--- src/rtl/cnt_hour.sv ---
// -----------------------------------------------------------------------------
// cnt_hour -- hour stage of a digital clock.
//
// Counts hours 0..23, advanced by the rising edge of the minute-stage carry
// while running, or by the rising edge of a manual increment while the user
// is setting the time. Produces a registered BCD display in either 24-hour
// or 12-hour form, a PM flag, and a one-cycle carry into the day stage.
//
// Ports:
//   clk        single clock, all state changes on its rising edge
//   rst        synchronous reset, active low
//   carry_in   minute-stage carry level (rising edge = one hour elapsed)
//   mode_24    display mode: 1 = 24-hour, 0 = 12-hour
//   set_en     level, 1 requests hour-set mode
//   set_inc    manual increment request (rising edge = +1 hour in set mode)
//   hour24     current hour, 0..23
//   disp_tens  BCD tens digit of the displayed hour (one cycle behind)
//   disp_ones  BCD ones digit of the displayed hour (one cycle behind)
//   pm         1 when hour24 >= 12, regardless of display mode
//   day_clk    one-cycle carry to the day stage on the 23 -> 0 rollover
//   setting    1 while in set mode
// -----------------------------------------------------------------------------
module cnt_hour #(
  parameter int unsigned INIT_HOUR = 0
) (
  input  logic       clk,
  input  logic       rst,
  input  logic       carry_in,
  input  logic       mode_24,
  input  logic       set_en,
  input  logic       set_inc,
  output logic [4:0] hour24,
  output logic [3:0] disp_tens,
  output logic [3:0] disp_ones,
  output logic       pm,
  output logic       day_clk,
  output logic       setting
);

  typedef enum logic {
    ST_RUN = 1'b0,
    ST_SET = 1'b1
  } state_t;

  localparam logic [4:0] INIT_H    = 5'(INIT_HOUR);
  localparam logic [3:0] INIT_TENS = 4'(INIT_HOUR / 10);
  localparam logic [3:0] INIT_ONES = 4'(INIT_HOUR % 10);

  state_t     r_state;
  state_t     w_stateNext;
  logic       r_carryD;
  logic       r_incD;
  logic       w_carryEdge;
  logic       w_incEdge;
  logic [4:0] r_hour;
  logic [4:0] w_hourNext;
  logic       r_dayClk;
  logic       w_dayNext;
  logic [4:0] w_dispHour;
  logic [4:0] w_tensSub;
  logic [3:0] w_dispTens;
  logic [3:0] w_dispOnes;
  logic [3:0] r_dispTens;
  logic [3:0] r_dispOnes;

  // Delayed copies for edge detection. They track their inputs even during
  // reset, so a level already high at release is not mistaken for an edge.
  always_ff @(posedge clk) begin
    r_carryD <= carry_in;
    r_incD   <= set_inc;
  end

  assign w_carryEdge = carry_in & ~r_carryD;
  assign w_incEdge   = set_inc & ~r_incD;

  // Mode state register.
  always_ff @(posedge clk) begin
    if (!rst) begin
      r_state <= ST_RUN;
    end else begin
      r_state <= w_stateNext;
    end
  end

  // Next state and next hour. Edges are always judged by the current state,
  // so an edge landing on a mode change follows the mode being left.
  // The wrap uses >= so a corrupted count can never climb past 23.
  always_comb begin
    w_stateNext = r_state;
    w_hourNext  = r_hour;
    w_dayNext   = 1'b0;
    case (r_state)
      ST_RUN: begin
        if (set_en) begin
          w_stateNext = ST_SET;
        end
        if (w_carryEdge) begin
          if (r_hour >= 5'd23) begin
            w_hourNext = 5'd0;
            w_dayNext  = 1'b1;
          end else begin
            w_hourNext = r_hour + 5'd1;
          end
        end
      end
      ST_SET: begin
        if (!set_en) begin
          w_stateNext = ST_RUN;
        end
        if (w_incEdge) begin
          w_hourNext = (r_hour >= 5'd23) ? 5'd0 : r_hour + 5'd1;
        end
      end
      default: begin
        w_stateNext = ST_RUN;
      end
    endcase
  end

  // Display hour: 12-hour mode shows 0 as 12 and folds 13..23 onto 1..11.
  always_comb begin
    w_dispHour = r_hour;
    if (!mode_24) begin
      if (r_hour == 5'd0) begin
        w_dispHour = 5'd12;
      end else if (r_hour > 5'd12) begin
        w_dispHour = r_hour - 5'd12;
      end
    end
  end

  // Binary to BCD for 0..23 only needs a tens digit of 0, 1 or 2.
  always_comb begin
    w_tensSub  = 5'd0;
    w_dispTens = 4'd0;
    if (w_dispHour >= 5'd20) begin
      w_tensSub  = 5'd20;
      w_dispTens = 4'd2;
    end else if (w_dispHour >= 5'd10) begin
      w_tensSub  = 5'd10;
      w_dispTens = 4'd1;
    end
    w_dispOnes = 4'(w_dispHour - w_tensSub);
  end

  // Hour count, day carry and display registers. Reset shows the start hour
  // in 24-hour form whatever the selected mode.
  always_ff @(posedge clk) begin
    if (!rst) begin
      r_hour     <= INIT_H;
      r_dayClk   <= 1'b0;
      r_dispTens <= INIT_TENS;
      r_dispOnes <= INIT_ONES;
    end else begin
      r_hour     <= w_hourNext;
      r_dayClk   <= w_dayNext;
      r_dispTens <= w_dispTens;
      r_dispOnes <= w_dispOnes;
    end
  end

  assign hour24    = r_hour;
  assign disp_tens = r_dispTens;
  assign disp_ones = r_dispOnes;
  assign pm        = (r_hour >= 5'd12);
  assign day_clk   = r_dayClk;
  assign setting   = (r_state == ST_SET);

endmodule

--- config.mk ---
export PLATFORM = sky130hd
export DESIGN_NAME = cnt_hour
export DESIGN_NICKNAME = d
export VERILOG_FILES = /design/src/rtl/cnt_hour.sv
export SDC_FILE = /design/constraint.sdc
export NUM_CORES = 1
export LEC_CHECK = 0
export BUFFER_PORTS_ARGS = -buffer_cell sky130_fd_sc_hd__buf_4
export CORE_UTILIZATION = 40
export CTS_BUF_LIST = sky130_fd_sc_hd__clkbuf_4 sky130_fd_sc_hd__clkbuf_8
export DETAILED_ROUTE_END_ITERATION = 8
export HOLD_SLACK_MARGIN = 0.12
export PLACE_DENSITY = 0.68
export SYNTH_ARGS = -nofsm -noshare
export SYNTH_HDL_FRONTEND = slang
export SYNTH_SLANG_ARGS = --single-unit
--- constraint.sdc ---
create_clock -name clk -period 2.44 [get_ports clk]
set_input_delay 0.244 -clock clk [delete_from_list [all_inputs] [get_ports clk]]
set_output_delay 0.244 -clock clk [all_outputs]
set_load 0.05 [all_outputs]
Word-level counts from Yosys, hierarchy flattened:

Cells that the tools add are included.

* register bits after elaboration: 17
* output and inout port bits: 16

* reductions and logical operators: 4
* multiplexer cells: 13
* bitwise logic cells: 7
* equal/unequal tests: 2
* add/sub/neg operators: 3
* magnitude comparators: 5

Operators by type and width (number)
* $mux 5: 6
* $ge 5x4->1 const B: 2
* $ge 5x5->1 const B: 2
* $pmux 5 s2: 1
* $mux 4: 2
* $add 5x1->5 const B: 1
* $gt 5x4->1 const B: 1
* $logic_not 5->1: 1
* $not 1->1: 5
* $sub 5x4->5 const B: 1
* $sub 4x4->4: 1
* $mux 1: 3
* $reduce_or 3->1: 1
* $and 1x1->1: 2
* $mux 2: 1
* $ne 2x1->1 const B: 1
* $ne 2x2->1 const B: 1
* $reduce_and 2->1: 1
* $reduce_or 2->1: 1

Depth between registers and ports, before layout:

Gate-level depths: netlist (run 1).

* word-level depth: 8
* gate-level depth with buffers: 13

Worst setup path after synthesis (run 1):

OpenSTA, ideal clock, no wires.

* path kind: register -> register
* from: reg r_hour[2], in the netlist hour24[2]
* to: reg r_dispOnes[3], in the netlist disp_ones[3]
* arrival: 2964 ps
* setup slack: -583 ps
* setup time: 59 ps
* required time: 2381 ps
* cell stages (with the launch flop): 14
* cell sequence: dfxtp_1 > inv_2 > ha_1 > nor2_1 > and3_1 > nor3_1 > o21ai_1 > nand3_1 > ha_1 > inv_1 > fa_1 > or3_1 > o32a_1 > nand2_1

* word-level cells in the longest chain between the ends: 8
* elaborated cells between the ends (all ways): 11

RTL lines
* from (decl): line 55 `logic [4:0] r_hour;`
* from (signal assigned): line 155 `r_hour <= w_hourNext;`
* $sub 5x4->5 or $gt 5x4->1 (tied branches): line 127, 126
* $mux 5: line 126 `end else if (r_hour > 5'd12) begin`
* $mux 5: line 124 `if (r_hour == 5'd0) begin`
* $mux 5 *: line 123 `if (!mode_24) begin`
* $ge 5x4->1: line 139 `end else if (w_dispHour >= 5'd10) begin`
* $mux 4: line 139
* $mux 4: line 136 `if (w_dispHour >= 5'd20) begin`
* $sub 4x4->4 *: line 143 `w_dispOnes = 4'(w_dispHour - w_tensSub);`
* to (signal assigned): line 158 `r_dispOnes <= w_dispOnes;`
* to (decl): line 64 `logic [3:0] r_dispOnes;`

Every way passes the cells marked *; elsewhere a longest branch is shown, timed or not.
A chain may end at the register's enable or synchronous reset.

Final worst setup path (run 1):

* from: reg r_hour[3], in the netlist hour24[3]
* to: reg r_dispOnes[3], in the netlist disp_ones[3]

The elaborated chain is that of the path after synthesis.

==> results of run 1 <==
## layout by cell type, fill, tap and decap left out, types with 2 or more instances in the layout
| cell | n |
|---|---|
| sky130_fd_sc_hd__o21ai_1 | 4 |
| sky130_fd_sc_hd__nand3b_1 | 2 |
| sky130_fd_sc_hd__or3_4 | 2 |
| sky130_fd_sc_hd__nor2_1 | 7 |
| sky130_fd_sc_hd__inv_4 | 2 |
| sky130_fd_sc_hd__ha_1 | 2 |
| sky130_fd_sc_hd__a31oi_1 | 2 |
| sky130_fd_sc_hd__and2_1 | 2 |
| sky130_fd_sc_hd__nand3_1 | 3 |
| sky130_fd_sc_hd__inv_2 | 2 |
| sky130_fd_sc_hd__dlygate4sd3_1 | 2 |
| sky130_fd_sc_hd__and3_1 | 3 |
| sky130_fd_sc_hd__ha_4 | 3 |
| sky130_fd_sc_hd__dfxtp_1 | 10 |
| sky130_fd_sc_hd__clkbuf_4 | 4 |
| sky130_fd_sc_hd__nand2b_1 | 3 |
| sky130_fd_sc_hd__a21oi_1 | 3 |
| sky130_fd_sc_hd__buf_4 | 31 |
| sky130_fd_sc_hd__conb_1 | 2 |
| sky130_fd_sc_hd__dfxtp_4 | 2 |
| sky130_fd_sc_hd__dfxtp_2 | 3 |
| sky130_fd_sc_hd__inv_1 | 3 |
| sky130_fd_sc_hd__xnor2_1 | 3 |
| sky130_fd_sc_hd__nand2_1 | 9 |
## state kept, by name (all words and copies together) (netlist names)
signal and count:
disp_tens 2, r_carryD 1, disp_ones 4, day_clk 1, r_incD 1, hour24 5
setting 1
## metrics by stage
step	setup slack (ns)	setup TNS (ns)	utilization
floorplan	-0.0649	-0.0649	-
global placement	0.0111	0	0.557
detailed placement	-0.0688	-0.0688	0.557
CTS	-0.0635	-0.0635	0.606
global route	-0.146	-0.146	0.619
finish	-0.0294	-0.0294	0.619
## worst max-delay path, stage by stage, from the launching register on
cell	delay, ns
sky130_fd_sc_hd__dfxtp_4	0.40
sky130_fd_sc_hd__inv_4	0.04
sky130_fd_sc_hd__ha_4	0.27
sky130_fd_sc_hd__nor2_2	0.05
sky130_fd_sc_hd__a22o_1	0.19
sky130_fd_sc_hd__nor3_1	0.13
sky130_fd_sc_hd__o21ai_1	0.11
sky130_fd_sc_hd__nand3_1	0.09
sky130_fd_sc_hd__ha_2	0.18
sky130_fd_sc_hd__inv_2	0.04
sky130_fd_sc_hd__fa_2	0.33
sky130_fd_sc_hd__or3_4	0.36
sky130_fd_sc_hd__o32a_1	0.16
sky130_fd_sc_hd__nand2_1	0.06
## metal layers
layer,wire length [microns],part of all wire,up-vias
li1,-,-,399
met1,869,0.45,368
met2,979,0.51,10
met3,56,0.029,2
met4,7,0.0037,0
met5,0,0,-
## cell families (layout without fill, tap and decap cells)
| group | Yosys count | in the layout | synth area share |
|---|---|---|---|
| XOR/XNOR | 4 | 4 | 0.0408 |
| AND/OR/NAND/NOR | 42 | 42 | 0.274 |
| buffers and inverters | 11 | 44 | 0.0670 |
| other | 1 | 2 | 0.00437 |
| flip-flops | 15 | 15 | 0.350 |
| adder cells (fa/ha/maj) | 7 | 7 | 0.111 |
| AO/OA/AOI/OAI | 17 | 17 | 0.153 |
## power breakdown
group | leakage, nW | total [mW] | switching (mW) | internal (mW)
registers | 0.126 | 0.260 | 0.00429 | 0.256
clock network | 0.0184 | 0.152 | 0.0772 | 0.0745
logic | 0.377 | 0.141 | 0.0887 | 0.0523
## final cells by class
| type | instances | area (sq um) | share of cell area |
|---|---|---|---|
| Timing Repair Buffer | 33 | 253 | 0.206 |
| Sequential cell | 15 | 312 | 0.254 |
| Multi-Input combinational cell | 72 | 567 | 0.462 |
| Inverter | 7 | 31.3 | 0.0255 |
| Tap cell | 27 | 33.8 | 0.0276 |
| Clock buffer | 4 | 30.0 | 0.0245 |
## what timing repair did
item	in CTS	in global routing
hold endpoints to repair	2	0
hold buffers	2	0
endpoints found under the setup margin	1	1
resized for setup	9	4
pin swaps	10	10
setup buffers	2	1
## worst paths after layout
check                           slack, ns  cells past startpoint      endpoint
worst max-delay path                -0.03                     13  disp_ones[3]
worst min-delay path                 0.17                      2       setting
worst max register to register      -0.03                     13  disp_ones[3]
worst min register to register       0.50                      1       day_clk
==> results.md, run 1 <==
- The post-synthesis instance total is 97.
- In this run, synthesis produced a sequential element count of 15.
- The first global-routing pass estimated 3.27 mm of wire.
- For this design, the sink count on the clock tree is 15.
- The via count of the first global-routing pass is 727.
- The post-synthesis to final-layout area growth is 42.9%.
- For this run, the number of Yosys warnings is 0.
- Clock-pin slew was measured on the worst setup and hold paths at 0.09 ns.
- In this run the worst setup path begins at hour24[3].
- After layout, the design draws a total of 0.553 mW.
- Dividing the detail-routed via count by the number of cells gives 4.93.
- The core region is 1980 sq um.
- In this run the static leakage power is 0.522 nW.
- The count of flip-flops with a built-in enable after synthesis is 0.
- Sorting the synthesized cells by how often they occur yields sky130_fd_sc_hd__dfxtp_1, sky130_fd_sc_hd__nand2_1, sky130_fd_sc_hd__nor2_1.
- The later pin in the worst-skew pair is clocked with a latency of 0.28 ns.
- Measured against its own limit, the worst slew margin works out to 0.658.
- In the post-route analysis, the smallest setup slack over all paths is -0.0294 ns.
- The worst setup path is captured at a flip-flop.
- The worst hold-check path type is primary input to flip-flop.
- The clock buffer count from CTS is 3.
- The final-report setup violation count is 1.
- The run finished, with violations left.
- Fill cells in the final layout number 172.
- In the global route stage, met2 resource usage came out at 0.333.
- The combined global-route utilization of all metal layers is 0.181.
- Of the synthesized area, sequential elements account for 0.350.
- The die covers 2330 sq um.
- The final reports fail on negative setup slack.
- From left edge to right edge, the die measures 48.3 microns.
- Across the VDD grid, the largest voltage drop is 383 uV.
- The critical path is of the flip-flop to flip-flop type.
- The starting density of the core is 0.433.
- The first TritonRoute pass finished after 3 iterations.
- Across the run, the number of max-cap violations was 0.
- The die is 48.3 microns tall.
- The initial antenna violation count is 0.
- The total length of routed wires is 1.91 mm.
- The count of nets left with antenna violations after detail routing is 0.
- The cell type with the highest aggregate area in the netlist is sky130_fd_sc_hd__dfxtp_1.
- Between clock sinks in the finished design, the worst skew comes to 0.000876 ns.
- The clock tree from TritonCTS is done.
- The number of distinct standard cells referenced by the synthesized netlist is 38.
- The total number of nets in the final design is 145.
- The finished cells cover 1230 sq um.
- At the end of routability-driven placement, the weighted congestion stood at 0.768.
- Dividing total power by cell area gives a power density of 451 nW/um^2.
- The maximum fanout along the worst path is 5.
- The startpoint of the worst hold path is set_en.
- Pin placement for this block handled 22 I/O pins.
- In the final layout, the share of cells above drive strength 1 is 0.450.
- At the pin with the least slew margin, the transition time is 0.509 ns.
- For this run, global-route usage on met1 was measured as 0.208.
- The final cycle utilization of the critical path is 1.01.
- The shortest clock period the worst path allows after layout is 2.47 ns.
- The share of synthesized area in the top cell type comes to 0.350.
- The beginning of the worst register-to-register path is hour24[3].
- The met3 demand-to-capacity share in global routing is 0.0472.
- The DRC violation count after routing is 0.
- In this run the tool buffered the top-level ports with 19 buffer cells.
- The number of buffers between clock root and the deepest sink is 2.
- In this run the number of H-tree levels came out at 1.
- The maximum number of pins on one net before global-route repair is 12.
- Ranked by total cell area, the synthesized netlist is headed by sky130_fd_sc_hd__dfxtp_1, sky130_fd_sc_hd__ha_1, sky130_fd_sc_hd__nand2_1, sky130_fd_sc_hd__nor2_1, sky130_fd_sc_hd__xnor2_1.
- Summed over all layers, the global routing overflow is 0.
- The number of rows in the core area is 16.
- In this run, placement finished with an instance count of 149.
- Across all layers, the routed design uses 779 vias.
- The DRC marker count from the first detailed-route iteration is 10.
- Once placement finished, the instance area stood at 1100 sq um.
- The number of cells in the finished layout apart from fillers is 158.
- The clock root buffer is sky130_fd_sc_hd__clkbuf_4.
- The number of antenna diodes in the final layout is 0.
- Detailed placement ended at an HPWL of 1.48 mm.
- The most frequent cell after synthesis is sky130_fd_sc_hd__dfxtp_1.
- The number of hold violations in the final report is 0.
- The worst setup path is launched from a flip-flop.
- For this run, asynchronously set or reset flops after synthesis account for 0.
- In this run the most used layer during global routing was met2.
- In the final routed layout, each cell accounts on average for 12.1 microns.
- Setup repair after global routing could not meet its margin everywhere.
- The total count of max-transition violations in the final report is 0.
- The highest clock frequency the design can meet is 0.405 GHz.
- After synthesis the cells add up to 858 sq um.
- The worst hold slack after final layout is 0.173 ns.
- The per-instance average area after synthesis is 8.85 sq um.
- STA puts the critical path data arrival time at 2.70 ns.
- The most common flop cell mapped by yosys is sky130_fd_sc_hd__dfxtp_1.
- STA puts the critical path data required time at 2.67 ns.
Note: power is estimated with default switching activity, not from simulation.
==> run 2, diff against run 1 <==
==> config.mk (replaced) <==
export PLATFORM = sky130hd
export DESIGN_NAME = cnt_hour
export DESIGN_NICKNAME = d
export VERILOG_FILES = /design/src/rtl/cnt_hour.sv
export SDC_FILE = /design/constraint.sdc
export NUM_CORES = 1
export LEC_CHECK = 0
export CORE_UTILIZATION = 40
export CTS_BUF_LIST = sky130_fd_sc_hd__clkbuf_4 sky130_fd_sc_hd__clkbuf_8
export DETAILED_ROUTE_END_ITERATION = 8
export DONT_BUFFER_PORTS = 1
export HOLD_SLACK_MARGIN = 0.12
export PLACE_DENSITY = 0.59
export SYNTH_ARGS = -nofsm -noshare
export SYNTH_HDL_FRONTEND = slang
export SYNTH_SLANG_ARGS = --single-unit
==> results.md, run 2 (synthesis results as in run 1) <==
- The flow ran to the end, and the final reports show no timing, DRC or antenna violations.
- The signal on the critical path passes through inv_2 -> ha_4 -> nor2_1 -> and3_1 -> nor3_1 -> o21ai_1 -> nand3_1 -> ha_1 -> inv_1 -> fa_2 -> or3_1 -> o32a_1 -> nand2_1.
- The die area came to 2330 sq um (unchanged).
- The count of max-cap constraint violations is 0 (unchanged).
- The final setup skew came to 0.00242 ns (+0.00154 ns).
- The final-report setup violation count was 0 (-1).
- The final weighted congestion in routability-driven placement is 0.772 (+0.40%).
- The starting density of the core is 0.433 (unchanged).
- The number of clock sinks is 15 (unchanged).
- The post-synthesis to final-layout area growth is 28.7%.
- The final cell utilization of the core is 0.557 (-0.0612).
- The clock buffer count from CTS is 3 (unchanged).
- The cell family contributing the most delay on the critical path is simple AND/OR/NAND/NOR gates.
- TritonCTS built the clock tree.
- The placeable core region is 1980 sq um (unchanged).
- The via count of the first global-routing pass came to 743 (+2.2%).
- The clock-pin slew on the worst setup and hold paths came to 0.09 ns (about the same).
- The number of fill cells in the layout is 190 (+10%).
- The power per standard cell area is 470 nW/um^2 (+4.3%).
- The worst setup path is captured at a flip-flop.
- The most frequent standard cell in the layout excluding fill and tap cells is sky130_fd_sc_hd__buf_4.
- The total length of routed wires came to 1.81 mm (-5.3%).
- The maximum number of pins on one net before global-route repair is 11 (-1).
- Setup repair after global routing could not meet its margin everywhere.
- The first-pass GRT wire length came to 3.14 mm (-4.0%).
- The setup TNS is 0 ns (+0.0294 ns).
- The insertion delay of the later-clocked pin in the worst-skew pair is 0.28 ns (about the same).
- The footprint of the flip-flops and latches is 312 sq um (unchanged).
- The headroom to the max-slew limit is 0.626 (-0.0320).
- The per-cell routed wire length is 12.3 microns (+1.8%).
- The number of vias in the routed layout was 745 (-4.4%).
- The combined global-route utilization of all metal layers is 0.172 (-0.00896).
- The final cycle utilization of the critical path came to 0.990 (-0.0225).
- The iteration count of the initial detailed-routing pass was 3 (unchanged).
- The number of levels the H-tree was split into came to 1 (unchanged).
- The largest stage delay on the critical path is 0.37 ns (-0.03 ns).
- The HPWL after detailed placement was 1.41 mm (-4.2%).
- The final antenna diode count is 0 (unchanged).
- The data arrival time of the worst path is 2.65 ns (-0.05 ns).
- The count of nets left with antenna violations after detail routing is 0 (unchanged).
- The worst-case register-to-register setup slack is 0.03 ns (+0.05 ns).
- The global route total overflow is 0 (unchanged).
- The highest clock frequency the design can meet is 0.414 GHz (+2.3%).
- The number of primary I/O pins came to 22 (unchanged).
- The share of cells above drive strength 1 is 0.325 (-0.125).
- The combined area of the multi-input logic cells is 528 sq um (-6.8%).
- The largest voltage drop on the vdd net is 522 uV (+36%).
- The shortest clock period the worst path allows after layout was 2.41 ns (-0.0549 ns).
- The number of rows in the core area is 16 (unchanged).
- The critical path launch point type is a flip-flop.
- The total count of max-transition violations in the final report is 0 (unchanged).
- The via count normalized by instance count was 5.07 (+2.8%).
- The number of buffer cells added on primary ports is 0 (-19).
- The die extent in y is 48.3 microns (unchanged).
- The total number of nets in the final design is 134 (-7.6%).
- The flip-flop count of the largest register after layout came to 5 (unchanged).
- The required arrival time at the worst endpoint is 2.67 ns (about the same).
- The library cells used most frequently in the layout, excluding fill and tap cells, are sky130_fd_sc_hd__buf_4, sky130_fd_sc_hd__nand2_1, sky130_fd_sc_hd__dfxtp_1.
- The worst hold-check path type is primary input to flip-flop.
- The DRC marker count from the first detailed-route iteration was 6 (-4).
- The leakage power figure is 0.463 nW (-11%).
- The buffers plus inverters on the worst setup path is 2 (unchanged).
- The maximum fanout along the worst path is 4 (-1).
- The initial antenna violation count is 0 (unchanged).
- The cell type of the slowest stage on the worst timing path is sky130_fd_sc_hd__dfxtp_4.
- The number of buffers between clock root and the deepest sink is 2 (unchanged).
- The DRC violation count after routing is 0 (unchanged).
- Clock tree synthesis selected as its root buffer the cell sky130_fd_sc_hd__clkbuf_4.
- The horizontal die dimension is 48.3 microns (unchanged).
- The transition time at the pin with the least slew margin is 0.560 ns (+0.0507 ns).
- The critical path in this run is classified as flip-flop to flip-flop.
- The number of hold violations in the final report is 0 (unchanged).
-- run 2: power breakdown --
part	internal, mW	leakage [nW]	switching (mW)	total, mW
Sequential	0.256	0.126	0.0356	0.292
Clock	0.0608	0.0177	0.0805	0.141
Combinational	0.0358	0.319	0.0508	0.0866
-- run 2: metal layers --
metal | up-vias | global-route usage | wire length [microns]
li1 | 376 | - | -
met1 | 360 | 0.191 | 796
met2 | 9 | 0.324 | 954
met3 | 0 | 0.0535 | 60
met4 | 0 | 0.0294 | 0
met5 | - | 0 | 0
-- run 2: timing repair --
action,4_1_cts,5_1_grt
setup endpoints to repair,1,1
setup buffers,0,2
hold buffers,4,0
resized for setup,2,1
pin swaps,3,3
endpoints found under the hold margin,7,0
-- run 2: area by class of cell --
class,count,share of cell area
repair buffers,22,0.159
clock buffers,3,0.0204
multi-input cells,72,0.478
inverters,7,0.0260
well taps,27,0.0306
flip-flops and latches,15,0.282
clock inverters,1,0.00453
-- run 2: worst paths after layout --
kind             endpoint  cells past startpoint      start
max          disp_ones[3]                     13  hour24[3]
max reg2reg  disp_ones[3]                     13  hour24[3]
min reg2reg       day_clk                      2   r_carryD
min          disp_ones[0]                      1        rst
-- run 2: metrics by stage --
| stage | instance area, sq um | power (mW) | setup WS [ns] | instances | hold WS [ns] |
|---|---|---|---|---|---|
| 2_1_floorplan | 891 | 0.358 | -0.0649 | 98 | 0.272 |
| 3_3_place_gp | 1010 | 0.375 | -0.0109 | 137 | 0.272 |
| 3_5_place_dp | 1010 | 0.378 | -0.0458 | 137 | 0.272 |
| 4_1_cts | 1090 | 0.526 | 0.0119 | 145 | 0.131 |
| 5_1_grt | 1100 | 0.547 | -0.0713 | 147 | 0.121 |
| 6_report | 1100 | 0.520 | 0.0255 | 147 | 0.131 |
==> run 3, diff against run 2 <==
--- a/config.mk
+++ b/config.mk
@@ -5,6 +5,7 @@
 export SDC_FILE = /design/constraint.sdc
 export NUM_CORES = 1
 export LEC_CHECK = 0
+export ABC_AREA = 1
 export CORE_UTILIZATION = 40
 export CTS_BUF_LIST = sky130_fd_sc_hd__clkbuf_4 sky130_fd_sc_hd__clkbuf_8
 export DETAILED_ROUTE_END_ITERATION = 8
==> results.md, run 3 <==
- The run finished with clean final reports.
- The overall power is 0.557 mW (+7.2%).
- The maximum fanout along the worst path came to 5 (+1).
- The DRC violation count after routing is 0 (unchanged).
- The combinational fraction of design power is 0.188 (+0.021).
- The power per standard cell area is 573 nW/um^2 (+22%).
- The highest clock frequency the design can meet is 0.449 GHz (+8.3%).
- The data arrival time of the worst path is 2.46 ns (-0.19 ns).
- By count the netlist is led by sky130_fd_sc_hd__nand2_1, sky130_fd_sc_hd__dfxtp_1, sky130_fd_sc_hd__inv_1.
- The HPWL after detailed placement is 1.17 mm (-18%).
- By area the synthesized netlist is led by sky130_fd_sc_hd__dfxtp_1, sky130_fd_sc_hd__nand2_1, sky130_fd_sc_hd__ha_1, sky130_fd_sc_hd__inv_1, sky130_fd_sc_hd__nand3_1.
- The switching portion of total power is 0.334 (+0.0131).
- The most frequent cell after synthesis is sky130_fd_sc_hd__nand2_1.
- The count of max-cap constraint violations is 0 (unchanged).
- The leakage power figure is 0.462 nW (-0.22%).
- The total count of max-transition violations in the final report is 0 (unchanged).
- The min-delay analysis places its worst path in the category primary input to flip-flop.
- The share of total power in sequential cells was 0.542 (-0.019).
- On the critical path the largest part of the delay comes from adder cells.
- Among all stages on the critical path, the largest delay is contributed by sky130_fd_sc_hd__fa_2.
- The via count normalized by instance count was 4.65 (-8.2%).
- The summed instance area of the synthesized netlist was 813 sq um (-5.2%).
- The total number of nets in the final design is 132 (-1.5%).
- The die extent in y is 47.1 microns (-2.5%).
- Setup repair after global routing left no endpoint under its margin.
- The count of flip-flops with a built-in enable after synthesis was 0 (unchanged).
- The number of primary I/O pins is 22 (unchanged).
- The horizontal die dimension came to 47.1 microns (-2.5%).
- The clock-pin slew on the worst setup and hold paths is 0.08 ns (about the same).
- The via count of the first global-routing pass came to 569 (-23%).
- The maximum number of pins on one net before global-route repair is 9 (-2).
- The clock tree from TritonCTS is done.
- The setup TNS was 0 ns (unchanged).
- The final-report setup violation count was 0 (unchanged).
- The placeable core region is 1820 sq um (-8.1%).
- The warning count from the yosys run was 0 (unchanged).
- The per-cell routed wire length was 10.6 microns (-14%).
- The most common flop cell mapped by yosys is sky130_fd_sc_hd__dfxtp_1.
- The per-instance average area after synthesis is 7.75 sq um (-12%).
- The signal on the critical path passes through inv_1 -> ha_2 -> nand2_1 -> inv_1 -> nand2_2 -> nand2_1 -> inv_1 -> nand2_2 -> o21ai_4 -> nand2_1 -> inv_1 -> ha_1 -> inv_1 -> fa_2 -> nand2_1 -> inv_1.
- The first-pass GRT wire length is 2.36 mm (-25%).
- The switching power total is 0.186 mW (+12%).
- The initial antenna violation count came to 0 (unchanged).
- The cell internal power dissipation came to 0.371 mW (+5.1%).
- The sequential area share after synthesis is 0.369 (+0.0194).
- From synthesis to final layout, the design area changed by 19.5%.
- The total of flip-flops plus latches after synthesis is 15 (unchanged).
- The headroom to the max-slew limit was 0.645 (+0.0188).
- The combined global-route utilization of all metal layers was 0.156 (-0.0162).
- The number of buffer cells added on primary ports is 0 (unchanged).
- The final setup skew is 0.00161 ns (-0.000812 ns).
- The most frequent standard cell in the layout excluding fill and tap cells is sky130_fd_sc_hd__nand2_1.
- The number of hold violations in the final report is 0 (unchanged).
- The area share of the leading cell type in the synthesized netlist is 0.369 (+0.0194).
- The final cycle utilization of the critical path is 0.914 (-0.0759).
- The number of levels the H-tree was split into was 1 (unchanged).
- The number of distinct standard cells referenced by the synthesized netlist is 23 (-39%).
- The shortest clock period the worst path allows after layout was 2.23 ns (-0.185 ns).
- The flip-flop count of the largest register after layout is 5 (unchanged).
- The insertion delay of the later-clocked pin in the worst-skew pair was 0.28 ns (about the same).
- In the layout the commonest cells are sky130_fd_sc_hd__nand2_1, sky130_fd_sc_hd__inv_1, sky130_fd_sc_hd__nor2_1, sky130_fd_sc_hd__dfxtp_1, sky130_fd_sc_hd__nand3_1.
- The final antenna diode count is 0 (unchanged).
- The largest stage delay on the critical path was 0.51 ns (+0.14 ns).
- The clock buffer count from CTS came to 3 (unchanged).
- The largest voltage drop on the vdd net is 421 uV (-19%).
- The synthesized design spends more area on one cell type than any other, namely sky130_fd_sc_hd__dfxtp_1.
- The global route total overflow came to 0 (unchanged).
- The die area is 2220 sq um (-5.0%).
- The share of cells above drive strength 1 is 0.237 (-0.0877).
- The category of the worst setup path capture point is a flip-flop.
- In this design, the critical path's most frequently occurring cell is sky130_fd_sc_hd__inv_1.
- The number of rows in the core area came to 15 (-1).
- The final weighted congestion in routability-driven placement is 0.784 (+1.6%).
- The DRC marker count from the first detailed-route iteration was 9 (+3).
- The total length of routed wires was 1.51 mm (-16%).
- The transition time at the pin with the least slew margin was 0.531 ns (-0.0289 ns).
- The number of buffers between clock root and the deepest sink is 2 (unchanged).
- The final cell utilization of the core came to 0.534 (-0.0234).
- The number of vias in the routed layout is 665 (-11%).
- The required arrival time at the worst endpoint came to 2.67 ns (about the same).
- The classification of the worst setup path is flip-flop to flip-flop.
- The number of clock sinks is 15 (unchanged).
- The clock root buffer is sky130_fd_sc_hd__clkbuf_4.
- The critical path launch point type is a flip-flop.
- The iteration count of the initial detailed-routing pass is 4 (+1).
- The count of nets left with antenna violations after detail routing is 0 (unchanged).
- The starting density of the core is 0.447 (+0.0137).
- The post-synthesis instance total is 105 (+8.2%).
- The async set-or-reset flop fraction in the synthesized netlist is 0 (unchanged).
- The buffers plus inverters on the worst setup path came to 6 (+4).
- The part of the power in the clock network came to 0.270 (-0.002).
-- run 3: cell count changes in the layout (fill, tap and decap cells not counted), moves of 3 or more --
cell,before,now
sky130_fd_sc_hd__nand3_2,0,3
sky130_fd_sc_hd__nand3_1,3,9
sky130_fd_sc_hd__inv_1,5,14
sky130_fd_sc_hd__xnor2_1,3,0
sky130_fd_sc_hd__buf_4,18,6
sky130_fd_sc_hd__nor2_1,8,11
sky130_fd_sc_hd__xor2_1,1,4
sky130_fd_sc_hd__o21ai_1,3,0
sky130_fd_sc_hd__and3_1,4,0
sky130_fd_sc_hd__nand2_1,10,23
-- run 3: what timing repair did --
item,CTS,global route
hold buffers,4,0
resized for setup,0,5
endpoints found under the setup margin,0,2
hold endpoints to repair,5,0
buffers inserted,0,1
-- run 3: logic make-up (layout without fill, tap and decap cells) --
kind of cell	Yosys count	count (layout)	share of synthesized area
AND/OR/NAND/NOR	56	56	0.335
buffers and inverters	17	29	0.0877
flip-flops	15	15	0.369
adder cells (fa/ha/maj)	7	7	0.117
AO/OA/AOI/OAI	5	5	0.0431
XOR/XNOR	4	4	0.0431
other	1	2	0.00461
-- run 3: power by group through the flow --
stage,combinational [mW],sequential (mW),clock [mW]
after global placement,0.0913,0.309,0
after global routing,0.118,0.304,0.165
after floorplan,0.0684,0.320,0
final,0.105,0.302,0.150
after detailed placement,0.0929,0.309,0
after CTS,0.0990,0.303,0.160
-- run 3: worst register-to-register path, cell delays in order (launching register included) --
cell and delay (ns):
sky130_fd_sc_hd__dfxtp_2 0.37, sky130_fd_sc_hd__inv_1 0.11, sky130_fd_sc_hd__ha_2 0.20, sky130_fd_sc_hd__nand2_1 0.06, sky130_fd_sc_hd__inv_1 0.05, sky130_fd_sc_hd__nand2_2 0.08, sky130_fd_sc_hd__nand2_1 0.05, sky130_fd_sc_hd__inv_1 0.07
sky130_fd_sc_hd__nand2_2 0.10, sky130_fd_sc_hd__o21ai_4 0.15, sky130_fd_sc_hd__nand2_1 0.10, sky130_fd_sc_hd__inv_1 0.06, sky130_fd_sc_hd__ha_1 0.13, sky130_fd_sc_hd__inv_1 0.05, sky130_fd_sc_hd__fa_2 0.51, sky130_fd_sc_hd__nand2_1 0.05
sky130_fd_sc_hd__inv_1 0.05
-- run 3: final cells by class --
class	instances	area, sq um
clock buffer	4	30.0
fill	204	848
inverter	15	56.3
multi-input combinational	74	462
sequential	15	308
tap	25	31.3
timing repair buffer	10	85.1
-- run 3: metal layers --
metal,vias up,share of wire,GRT usage
li1,348,-,-
met2,14,0.50,0.269
met3,2,0.052,0.0538
met4,0,0.0073,0.0686
met5,-,0,0
met1,301,0.44,0.174
-- run 3: stage by stage --
step	cell area, sq um	setup slack, ns	hold WS [ns]	instances
6_report	972	0.211	0.149	143
5_1_grt	972	0.0214	0.138	143
4_1_cts	946	0.0554	0.140	142
3_5_place_dp	876	0.0731	0.272	134
3_3_place_gp	876	0.144	0.272	134
2_1_floorplan	822	0.0420	0.272	106
-- run 3: worst paths after layout --
check	start	endpoint	slack, ns	cells after the start
setup / recovery	hour24[3]	disp_ones[2]	0.21	16
hold / removal	rst	hour24[0]	0.15	2
setup reg to reg	hour24[3]	disp_ones[2]	0.21	16
hold reg to reg	r_carryD	day_clk	0.51	2
